`src/rtl/aes_xts_out_stage_if.sv`:
```
// rtl/aes_xts_out_stage_if.sv - tweak/AES/output handshake bundle for aes_xts_out_stage
// Purpose: groups every non-clock, non-reset signal of the XTS output stage.
// Ports (slave = stage side):
//   inTweakWr/inTweak      tweak push,           outTweakFull  tweak FIFO full
//   inAesWr/inAesData      AES result strobe,    outAesReady   stage can take a block
//   outValid/outData       whitened block,       inReady       downstream accepts
//   inFlush, inErrClr      flush / error clear,  outErr, outBlkCnt
interface aes_xts_out_stage_if #(
  parameter int CNT_W = 16
);
  logic             inTweakWr;
  logic [127:0]     inTweak;
  logic             outTweakFull;
  logic             inAesWr;
  logic [127:0]     inAesData;
  logic             outAesReady;
  logic             outValid;
  logic [127:0]     outData;
  logic             inReady;
  logic             inFlush;
  logic             inErrClr;
  logic [1:0]       outErr;
  logic [CNT_W-1:0] outBlkCnt;

  modport slave (
    input  inTweakWr, inTweak, inAesWr, inAesData, inReady, inFlush, inErrClr,
    output outTweakFull, outAesReady, outValid, outData, outErr, outBlkCnt
  );

  modport master (
    output inTweakWr, inTweak, inAesWr, inAesData, inReady, inFlush, inErrClr,
    input  outTweakFull, outAesReady, outValid, outData, outErr, outBlkCnt
  );
endinterface

```
`src/rtl/aes_xts_out_stage.sv`:
```
// rtl/aes_xts_out_stage.sv - XTS post-whitening (AES result XOR tweak) with output FIFO
// Purpose: pairs each AES result with the oldest buffered tweak, XORs them and
//   queues the whitened block for a valid/ready consumer.
// Ports: inClk, inRst (async, active-high), bus (aes_xts_out_stage_if.slave).
// Optional: AES_XTS_OUT_XOR_PIPE_EN registers the XOR result before the output
//   FIFO push (latency 2 instead of 1).
module aes_xts_out_stage #(
  parameter int TWEAK_DEPTH = 4,
  parameter int OUT_DEPTH   = 2,
  parameter int CNT_W       = 16
) (
  input logic                inClk,
  input logic                inRst,
  aes_xts_out_stage_if.slave bus
);
  localparam int TW_AW  = $clog2(TWEAK_DEPTH);
  localparam int OUT_AW = $clog2(OUT_DEPTH);
  localparam logic [TW_AW:0]  TW_FULL  = (TW_AW+1)'(TWEAK_DEPTH);
  localparam logic [OUT_AW:0] OUT_FULL = (OUT_AW+1)'(OUT_DEPTH);

  logic [TWEAK_DEPTH-1:0][127:0] tw_mem_q, tw_mem_d;
  logic [TW_AW-1:0]              tw_wr_q, tw_wr_d, tw_rd_q, tw_rd_d;
  logic [TW_AW:0]                tw_cnt_q, tw_cnt_d;
  logic                          tw_full_q, tw_full_d;
  logic [OUT_DEPTH-1:0][127:0]   out_mem_q, out_mem_d;
  logic [OUT_AW-1:0]             out_wr_q, out_wr_d, out_rd_q, out_rd_d;
  logic [OUT_AW:0]               out_cnt_q, out_cnt_d;
  logic                          aes_rdy_q, aes_rdy_d;
  logic [1:0]                    err_q, err_d;
  logic [CNT_W-1:0]              blk_cnt_q, blk_cnt_d;
`ifdef AES_XTS_OUT_XOR_PIPE_EN
  logic                          pipe_vld_q, pipe_vld_d;
  logic [127:0]                  pipe_data_q, pipe_data_d;
  logic [OUT_AW+1:0]             occ_d;
`endif

  logic         flush, tw_push, tw_ovr, aes_acc, aes_ovr, out_valid, out_pop, out_push;
  logic [127:0] xor_data, out_push_data;

  always_comb begin
    flush     = bus.inFlush;
    // Ready/full are registered, so these qualify inputs against last cycle's state.
    tw_push   = bus.inTweakWr & ~tw_full_q & ~flush;
    tw_ovr    = bus.inTweakWr &  tw_full_q & ~flush;
    aes_acc   = bus.inAesWr   &  aes_rdy_q & ~flush;
    aes_ovr   = bus.inAesWr   & ~aes_rdy_q & ~flush;
    xor_data  = bus.inAesData ^ tw_mem_q[tw_rd_q];
    out_valid = (out_cnt_q != '0);
    out_pop   = out_valid & bus.inReady & ~flush;
`ifdef AES_XTS_OUT_XOR_PIPE_EN
    pipe_vld_d    = aes_acc;
    pipe_data_d   = aes_acc ? xor_data : pipe_data_q;
    out_push      = pipe_vld_q & ~flush;
    out_push_data = pipe_data_q;
`else
    out_push      = aes_acc;
    out_push_data = xor_data;
`endif

    tw_mem_d  = tw_mem_q;
    tw_wr_d   = tw_wr_q;
    tw_rd_d   = tw_rd_q;
    tw_cnt_d  = tw_cnt_q;
    out_mem_d = out_mem_q;
    out_wr_d  = out_wr_q;
    out_rd_d  = out_rd_q;
    out_cnt_d = out_cnt_q;
    if (flush) begin
      tw_wr_d   = '0;
      tw_rd_d   = '0;
      tw_cnt_d  = '0;
      out_wr_d  = '0;
      out_rd_d  = '0;
      out_cnt_d = '0;
    end else begin
      if (tw_push) begin
        tw_mem_d[tw_wr_q] = bus.inTweak;
        tw_wr_d = tw_wr_q + TW_AW'(1);
      end
      if (aes_acc) tw_rd_d = tw_rd_q + TW_AW'(1);
      case ({tw_push, aes_acc})
        2'b10:   tw_cnt_d = tw_cnt_q + (TW_AW+1)'(1);
        2'b01:   tw_cnt_d = tw_cnt_q - (TW_AW+1)'(1);
        default: tw_cnt_d = tw_cnt_q;
      endcase
      if (out_push) begin
        out_mem_d[out_wr_q] = out_push_data;
        out_wr_d = out_wr_q + OUT_AW'(1);
      end
      if (out_pop) out_rd_d = out_rd_q + OUT_AW'(1);
      case ({out_push, out_pop})
        2'b10:   out_cnt_d = out_cnt_q + (OUT_AW+1)'(1);
        2'b01:   out_cnt_d = out_cnt_q - (OUT_AW+1)'(1);
        default: out_cnt_d = out_cnt_q;
      endcase
    end

    tw_full_d = (tw_cnt_d == TW_FULL);
`ifdef AES_XTS_OUT_XOR_PIPE_EN
    if (flush) pipe_vld_d = 1'b0;
    // Count the in-flight block so it always finds a free output slot.
    occ_d     = {1'b0, out_cnt_d} + {{(OUT_AW+1){1'b0}}, pipe_vld_d};
    aes_rdy_d = (tw_cnt_d != '0) && (occ_d < {1'b0, OUT_FULL});
`else
    aes_rdy_d = (tw_cnt_d != '0) && (out_cnt_d < OUT_FULL);
`endif

    // Clear first so an error event in the same cycle keeps its bit set.
    err_d    = bus.inErrClr ? 2'b00 : err_q;
    err_d[0] = err_d[0] | aes_ovr;
    err_d[1] = err_d[1] | tw_ovr;

    blk_cnt_d = out_pop ? blk_cnt_q + CNT_W'(1) : blk_cnt_q;
  end

  always_ff @(posedge inClk or posedge inRst) begin
    if (inRst) begin
      tw_mem_q    <= '0;
      tw_wr_q     <= '0;
      tw_rd_q     <= '0;
      tw_cnt_q    <= '0;
      tw_full_q   <= 1'b0;
      out_mem_q   <= '0;
      out_wr_q    <= '0;
      out_rd_q    <= '0;
      out_cnt_q   <= '0;
      aes_rdy_q   <= 1'b0;
      err_q       <= '0;
      blk_cnt_q   <= '0;
`ifdef AES_XTS_OUT_XOR_PIPE_EN
      pipe_vld_q  <= 1'b0;
      pipe_data_q <= '0;
`endif
    end else begin
      tw_mem_q    <= tw_mem_d;
      tw_wr_q     <= tw_wr_d;
      tw_rd_q     <= tw_rd_d;
      tw_cnt_q    <= tw_cnt_d;
      tw_full_q   <= tw_full_d;
      out_mem_q   <= out_mem_d;
      out_wr_q    <= out_wr_d;
      out_rd_q    <= out_rd_d;
      out_cnt_q   <= out_cnt_d;
      aes_rdy_q   <= aes_rdy_d;
      err_q       <= err_d;
      blk_cnt_q   <= blk_cnt_d;
`ifdef AES_XTS_OUT_XOR_PIPE_EN
      pipe_vld_q  <= pipe_vld_d;
      pipe_data_q <= pipe_data_d;
`endif
    end
  end

  assign bus.outTweakFull = tw_full_q;
  assign bus.outAesReady  = aes_rdy_q;
  assign bus.outValid     = out_valid;
  assign bus.outData      = out_mem_q[out_rd_q];
  assign bus.outErr       = err_q;
  assign bus.outBlkCnt    = blk_cnt_q;
endmodule

```
`src/flat_wrapper.sv`:
```
// flat-port wrapper written by rule: the top's interface ports become plain ports
module aes_xts_out_stage_flat 
#(
  parameter int TWEAK_DEPTH = 4,
  parameter int OUT_DEPTH   = 2,
  parameter int CNT_W       = 16
)
  (inClk, inRst, bus_inTweakWr, bus_inTweak, bus_inAesWr, bus_inAesData, bus_inReady, bus_inFlush, bus_inErrClr, bus_outTweakFull, bus_outAesReady, bus_outValid, bus_outData, bus_outErr, bus_outBlkCnt);
  aes_xts_out_stage_if #(.CNT_W(CNT_W)) bus_i ();
  input logic inClk;
  input logic inRst;
  input wire logic [$bits(bus_i.inTweakWr)-1:0] bus_inTweakWr;
  input wire logic [$bits(bus_i.inTweak)-1:0] bus_inTweak;
  input wire logic [$bits(bus_i.inAesWr)-1:0] bus_inAesWr;
  input wire logic [$bits(bus_i.inAesData)-1:0] bus_inAesData;
  input wire logic [$bits(bus_i.inReady)-1:0] bus_inReady;
  input wire logic [$bits(bus_i.inFlush)-1:0] bus_inFlush;
  input wire logic [$bits(bus_i.inErrClr)-1:0] bus_inErrClr;
  output wire logic [$bits(bus_i.outTweakFull)-1:0] bus_outTweakFull;
  output wire logic [$bits(bus_i.outAesReady)-1:0] bus_outAesReady;
  output wire logic [$bits(bus_i.outValid)-1:0] bus_outValid;
  output wire logic [$bits(bus_i.outData)-1:0] bus_outData;
  output wire logic [$bits(bus_i.outErr)-1:0] bus_outErr;
  output wire logic [$bits(bus_i.outBlkCnt)-1:0] bus_outBlkCnt;
  assign bus_i.inTweakWr = bus_inTweakWr;
  assign bus_i.inTweak = bus_inTweak;
  assign bus_i.inAesWr = bus_inAesWr;
  assign bus_i.inAesData = bus_inAesData;
  assign bus_i.inReady = bus_inReady;
  assign bus_i.inFlush = bus_inFlush;
  assign bus_i.inErrClr = bus_inErrClr;
  assign bus_outTweakFull = bus_i.outTweakFull;
  assign bus_outAesReady = bus_i.outAesReady;
  assign bus_outValid = bus_i.outValid;
  assign bus_outData = bus_i.outData;
  assign bus_outErr = bus_i.outErr;
  assign bus_outBlkCnt = bus_i.outBlkCnt;
  aes_xts_out_stage #(.TWEAK_DEPTH(TWEAK_DEPTH), .OUT_DEPTH(OUT_DEPTH), .CNT_W(CNT_W)) u_core (.inClk(inClk), .inRst(inRst), .bus(bus_i));
endmodule
```
`config.mk`:
```
export PLATFORM = sky130hd
export DESIGN_NAME = aes_xts_out_stage_flat
export DESIGN_NICKNAME = d
export VERILOG_FILES = /design/src/rtl/aes_xts_out_stage_if.sv /design/src/rtl/aes_xts_out_stage.sv /design/src/flat_wrapper.sv
export SDC_FILE = /design/constraint.sdc
export NUM_CORES = 2
export LEC_CHECK = 0
export ABC_AREA = 1
export CORE_MARGIN = 2
export CORE_UTILIZATION = 40
export DETAILED_ROUTE_END_ITERATION = 8
export MAX_ROUTING_LAYER = met4
export PLACE_DENSITY = 0.6
export SLEW_MARGIN = 20
export SYNTH_ARGS = -nofsm -noshare
export SYNTH_HDL_FRONTEND = slang
export SYNTH_SLANG_ARGS = --single-unit
```
`constraint.sdc`:
```
create_clock -name inClk -period 41.9 [get_ports inClk]
set_input_delay 8.38 -clock inClk [delete_from_list [all_inputs] [get_ports inClk]]
set_output_delay 8.38 -clock inClk [all_outputs]
set_load 0.02 [all_outputs]
```
==> flow_metrics.tcl <==
set metrics [dict create \
    synth_top_family_by_area "simple AND/OR/NAND/NOR gates" \
    drt-pass1-iter-count 7 \
    reg2reg_from "u_core.tw_rd_q[0]$_DFFE_PP0P_" \
    relSlewSlack_pct 27.8 \
    dr_total_vias 31414 \
    critPathRequiredTime_ns 33.52 \
    numCtsBuffers 89 \
    drv_cap 0 \
    startpoint "u_core.out_rd_q$_DFFE_PP0P_" \
    final_antenna_net_count 0 \
    yosysMostFrequentCell "nand2_1" \
    fillCellCount 9180 \
    cts_tree "built" \
    dpl_cell_area_um2 41700 \
    max_freq_mhz 83.3 \
    irDropWorstVdd_v 0.0000291 \
    syn_area_um2 37400 \
    routabilityCongestion 0.783 \
    yosys_register_bits 799 \
    drcViolationCount 0 \
    synth_xor_xnor_area_share_pct 0.258 \
    cpPeakStageDelay_ns 1.04 \
    antenna_found_initial 18 \
    worst_pin_slew_ns 1.08 \
    cp.arrival_ns 3.63 \
    yosysTopAreaCell "dfrtp_1" \
    rsz0062_at_grt "false" \
    synth.top_cells.by_area "dfrtp_1 (53%), nand2_1 (17%), nand3_1 (8.8%), o21ai_0 (7.7%), inv_1 (4.2%)" \
    drt_iter0_drc 2533 \
    clockBufferDepth 3 \
    grt.overflow.total 0 \
    port_buffers 411 \
    min_path_type "reg2reg" \
    setup_violations 0 \
    fin_ws_ns 29.89 \
    status "completed" \
    ys.flop_type "dfrtp_1" \
    avgRoutedWirePerCell_um 17.0 \
    crit_buf_inv 2 \
    area_growth_syn_to_layout_pct 19.5 \
    min_from "u_core.out_mem_q[193]$_DFFE_PP0P_" \
    critPathMaxFanout 80 \
    die_height_um 310 \
    seq_area_frac_synth_pct 53.5 \
    core-area_um2 92900 \
    clock_latency_ns 0.64 \
    clkTransAtPathRegs_ns 0.06 \
    synth_top_area_share_pct 53.5 \
    fin_crit_sh_pct 28.7 \
    dpl_worst_slack_ns 28.18 \
    synth-edff-count 0 \
    skew_ns 0.0210 \
    start_util_pct 40.2 \
    whs_ns 0.476 \
    dieArea_um2 95900 \
    layout.nets 5229 \
    finalPower_mw 2.68 \
    crit_type "reg2out" \
    grt_pass1_vias 30001 \
    syn_inst 4704 \
    critPathTopFamily "buffers and inverters" \
    grt_pass1_wl_um 168000 \
    cpMaxStageDelayCell "dfrtp_4" \
    setup_tns_ns 0 \
    power_leakage_nw 21.4 \
    final_area_um2 44700 \
    wl_um 107000 \
    path_cells "buf_4 -> o21ai_0 -> clkdlybuf4s50_1" \
    power.density_nw_per_um2 60.0 \
    cts.htree.levels 3 \
    yosys.area_share.simple_pct 26.6 \
    rows 112 \
    finalHoldViolCount 0 \
    die_x_um 310 \
    synthTopCellsByCount "nand2_1 (1707), dfrtp_1 (799), nand3_1 (654)" \
    synthMuxAreaShare_pct 0 \
    dpl.hpwl_um 62200 \
    boundaryPins 412 \
    period_needed_ns 12.01 \
    yosysWarnings 0 \
    post_cts.repair.setup_buffers 0 \
    synth_nets 4976 \
    ys_async_sr_fraction_pct 100 \
    cts.repair.resized 0 \
    avgSynthCellArea_um2 7.95 \
    ctsHoldBuffers 0 \
    root_buffer "clkbuf_16" \
    ys_types 32 \
    synth_fa_ha_area_share_pct 0.321 \
    clock_sinks 799 \
    synth_compound_area_share_pct 10.5 \
    grt_use_total_pct 22.9 \
    endpoint_kind "output pin" \
    startpoint_type "flop" \
    vias_per_cell 4.99 \
    maxSlewViolCount 0 \
    grt_start_max_net_pins 140 \
    drive_above_1_share_pct 3.96 \
]
==> placed cells by master, fill, tap and decap left out, types with 2 or more instances in the layout <==
cell and count:
a21oi_1 5, buf_4 30, buf_6 4, bufinv_16 6, clkbuf_1 22, clkbuf_16 89, clkbuf_8 21, clkdlybuf4s50_1 411
clkinv_2 13, clkinv_8 2, clkinvlp_4 3, dfrtp_1 796, dfrtp_4 3, diode_2 17, ha_1 8, inv_1 413
inv_16 2, inv_2 2, inv_6 3, inv_8 2, nand2_1 1707, nand2_2 3, nand2_8 4, nand3_1 654
nand4_1 5, nor2_1 16, nor2_4 4, o21ai_0 575, o21ai_1 197, or2_2 4, xnor2_1 6, xor2_1 5
==> worst register-to-register path, cell delays in order, from the launching register on <==
cell	delay [ns]
dfrtp_4	0.81
inv_8	0.79
buf_4	0.78
buf_4	0.80
nand2_1	0.21
nand3_1	0.15
nand3_1	0.12
nand3_1	0.10
o21ai_1	0.09
==> cell families after synthesis <==
logic type | Yosys count
and+or+nand+nor | 2400
buffers and inverters | 703
DFF | 799
xor gates and xnor gates | 11
adders and majority gates | 9
AOI/OAI and AO/OA | 782
==> layer usage <==
layer  GRT usage [%]  part of all wire (%)  routed length (um)  vias up
met3            2.70                   5.0                5350      145
met4            7.01                   2.3                2420        0
met1            31.0                    46               49400    14927
met2            36.0                    46               49600      764
li1                -                     -                   -    15578
met5               -                     0                   0        -
==> path summary, 6_finish.rpt <==
| kind | end | slack (ns) | cells past startpoint |
|---|---|---|---|
| max reg2reg | u_core.out_mem_q[90]$_DFFE_PP0P_ | 37.90 | 8 |
| max in group asynchronous | u_core.tw_mem_q[234]$_DFFE_PP0P_ | 30.06 | 6 |
| max | bus_outData[119] | 29.89 | 3 |
| min reg2reg | u_core.out_mem_q[193]$_DFFE_PP0P_ | 0.48 | 2 |
| min in group asynchronous | u_core.out_mem_q[156]$_DFFE_PP0P_ | 8.26 | 2 |
| min | u_core.out_mem_q[193]$_DFFE_PP0P_ | 0.48 | 2 |
==> stage by stage <==
stage               instances  util [%]
CTS                      6280      48.0
detailed placement       6120      44.8
global route             6296      48.1
global placement         6120      44.8
floorplan                4704         -
finish                   6297      48.1
==> area by class of cell <==
| class | count | area (um^2) | share of cell area [%] |
|---|---|---|---|
| Sequential cell | 799 | 20000 | 44.8 |
| Antenna cell | 17 | 42.5 | 0.0952 |
| Clock buffer | 132 | 2600 | 5.82 |
| Multi-Input combinational cell | 3202 | 14100 | 31.6 |
| Inverter | 420 | 1600 | 3.59 |
| Clock inverter | 28 | 358 | 0.801 |
| Tap cell | 1254 | 1570 | 3.51 |
| Timing Repair Buffer | 445 | 4380 | 9.81 |
==> flip-flops by register name, indices dropped and copies added (netlist names) <==
signal	count
u_core.bus.outAesReady	1
u_core.bus.outBlkCnt	16
u_core.bus.outErr	2
u_core.bus.outTweakFull	1
u_core.out_cnt_q	2
u_core.out_mem_q	256
u_core.out_rd_q	1
u_core.out_wr_q	1
u_core.tw_cnt_q	3
u_core.tw_mem_q	512
u_core.tw_rd_q	2
u_core.tw_wr_q	2
==> report_power, final <==
part / total (mW) / internal (mW) / switching (mW) / leakage, nW
clock: 0.790 / 0.467 / 0.323 / 1.45
sequential: 1.14 / 1.02 / 0.119 / 10.2
combinational: 0.753 / 0.312 / 0.441 / 9.74
Note: power is estimated with default switching activity, not from simulation.
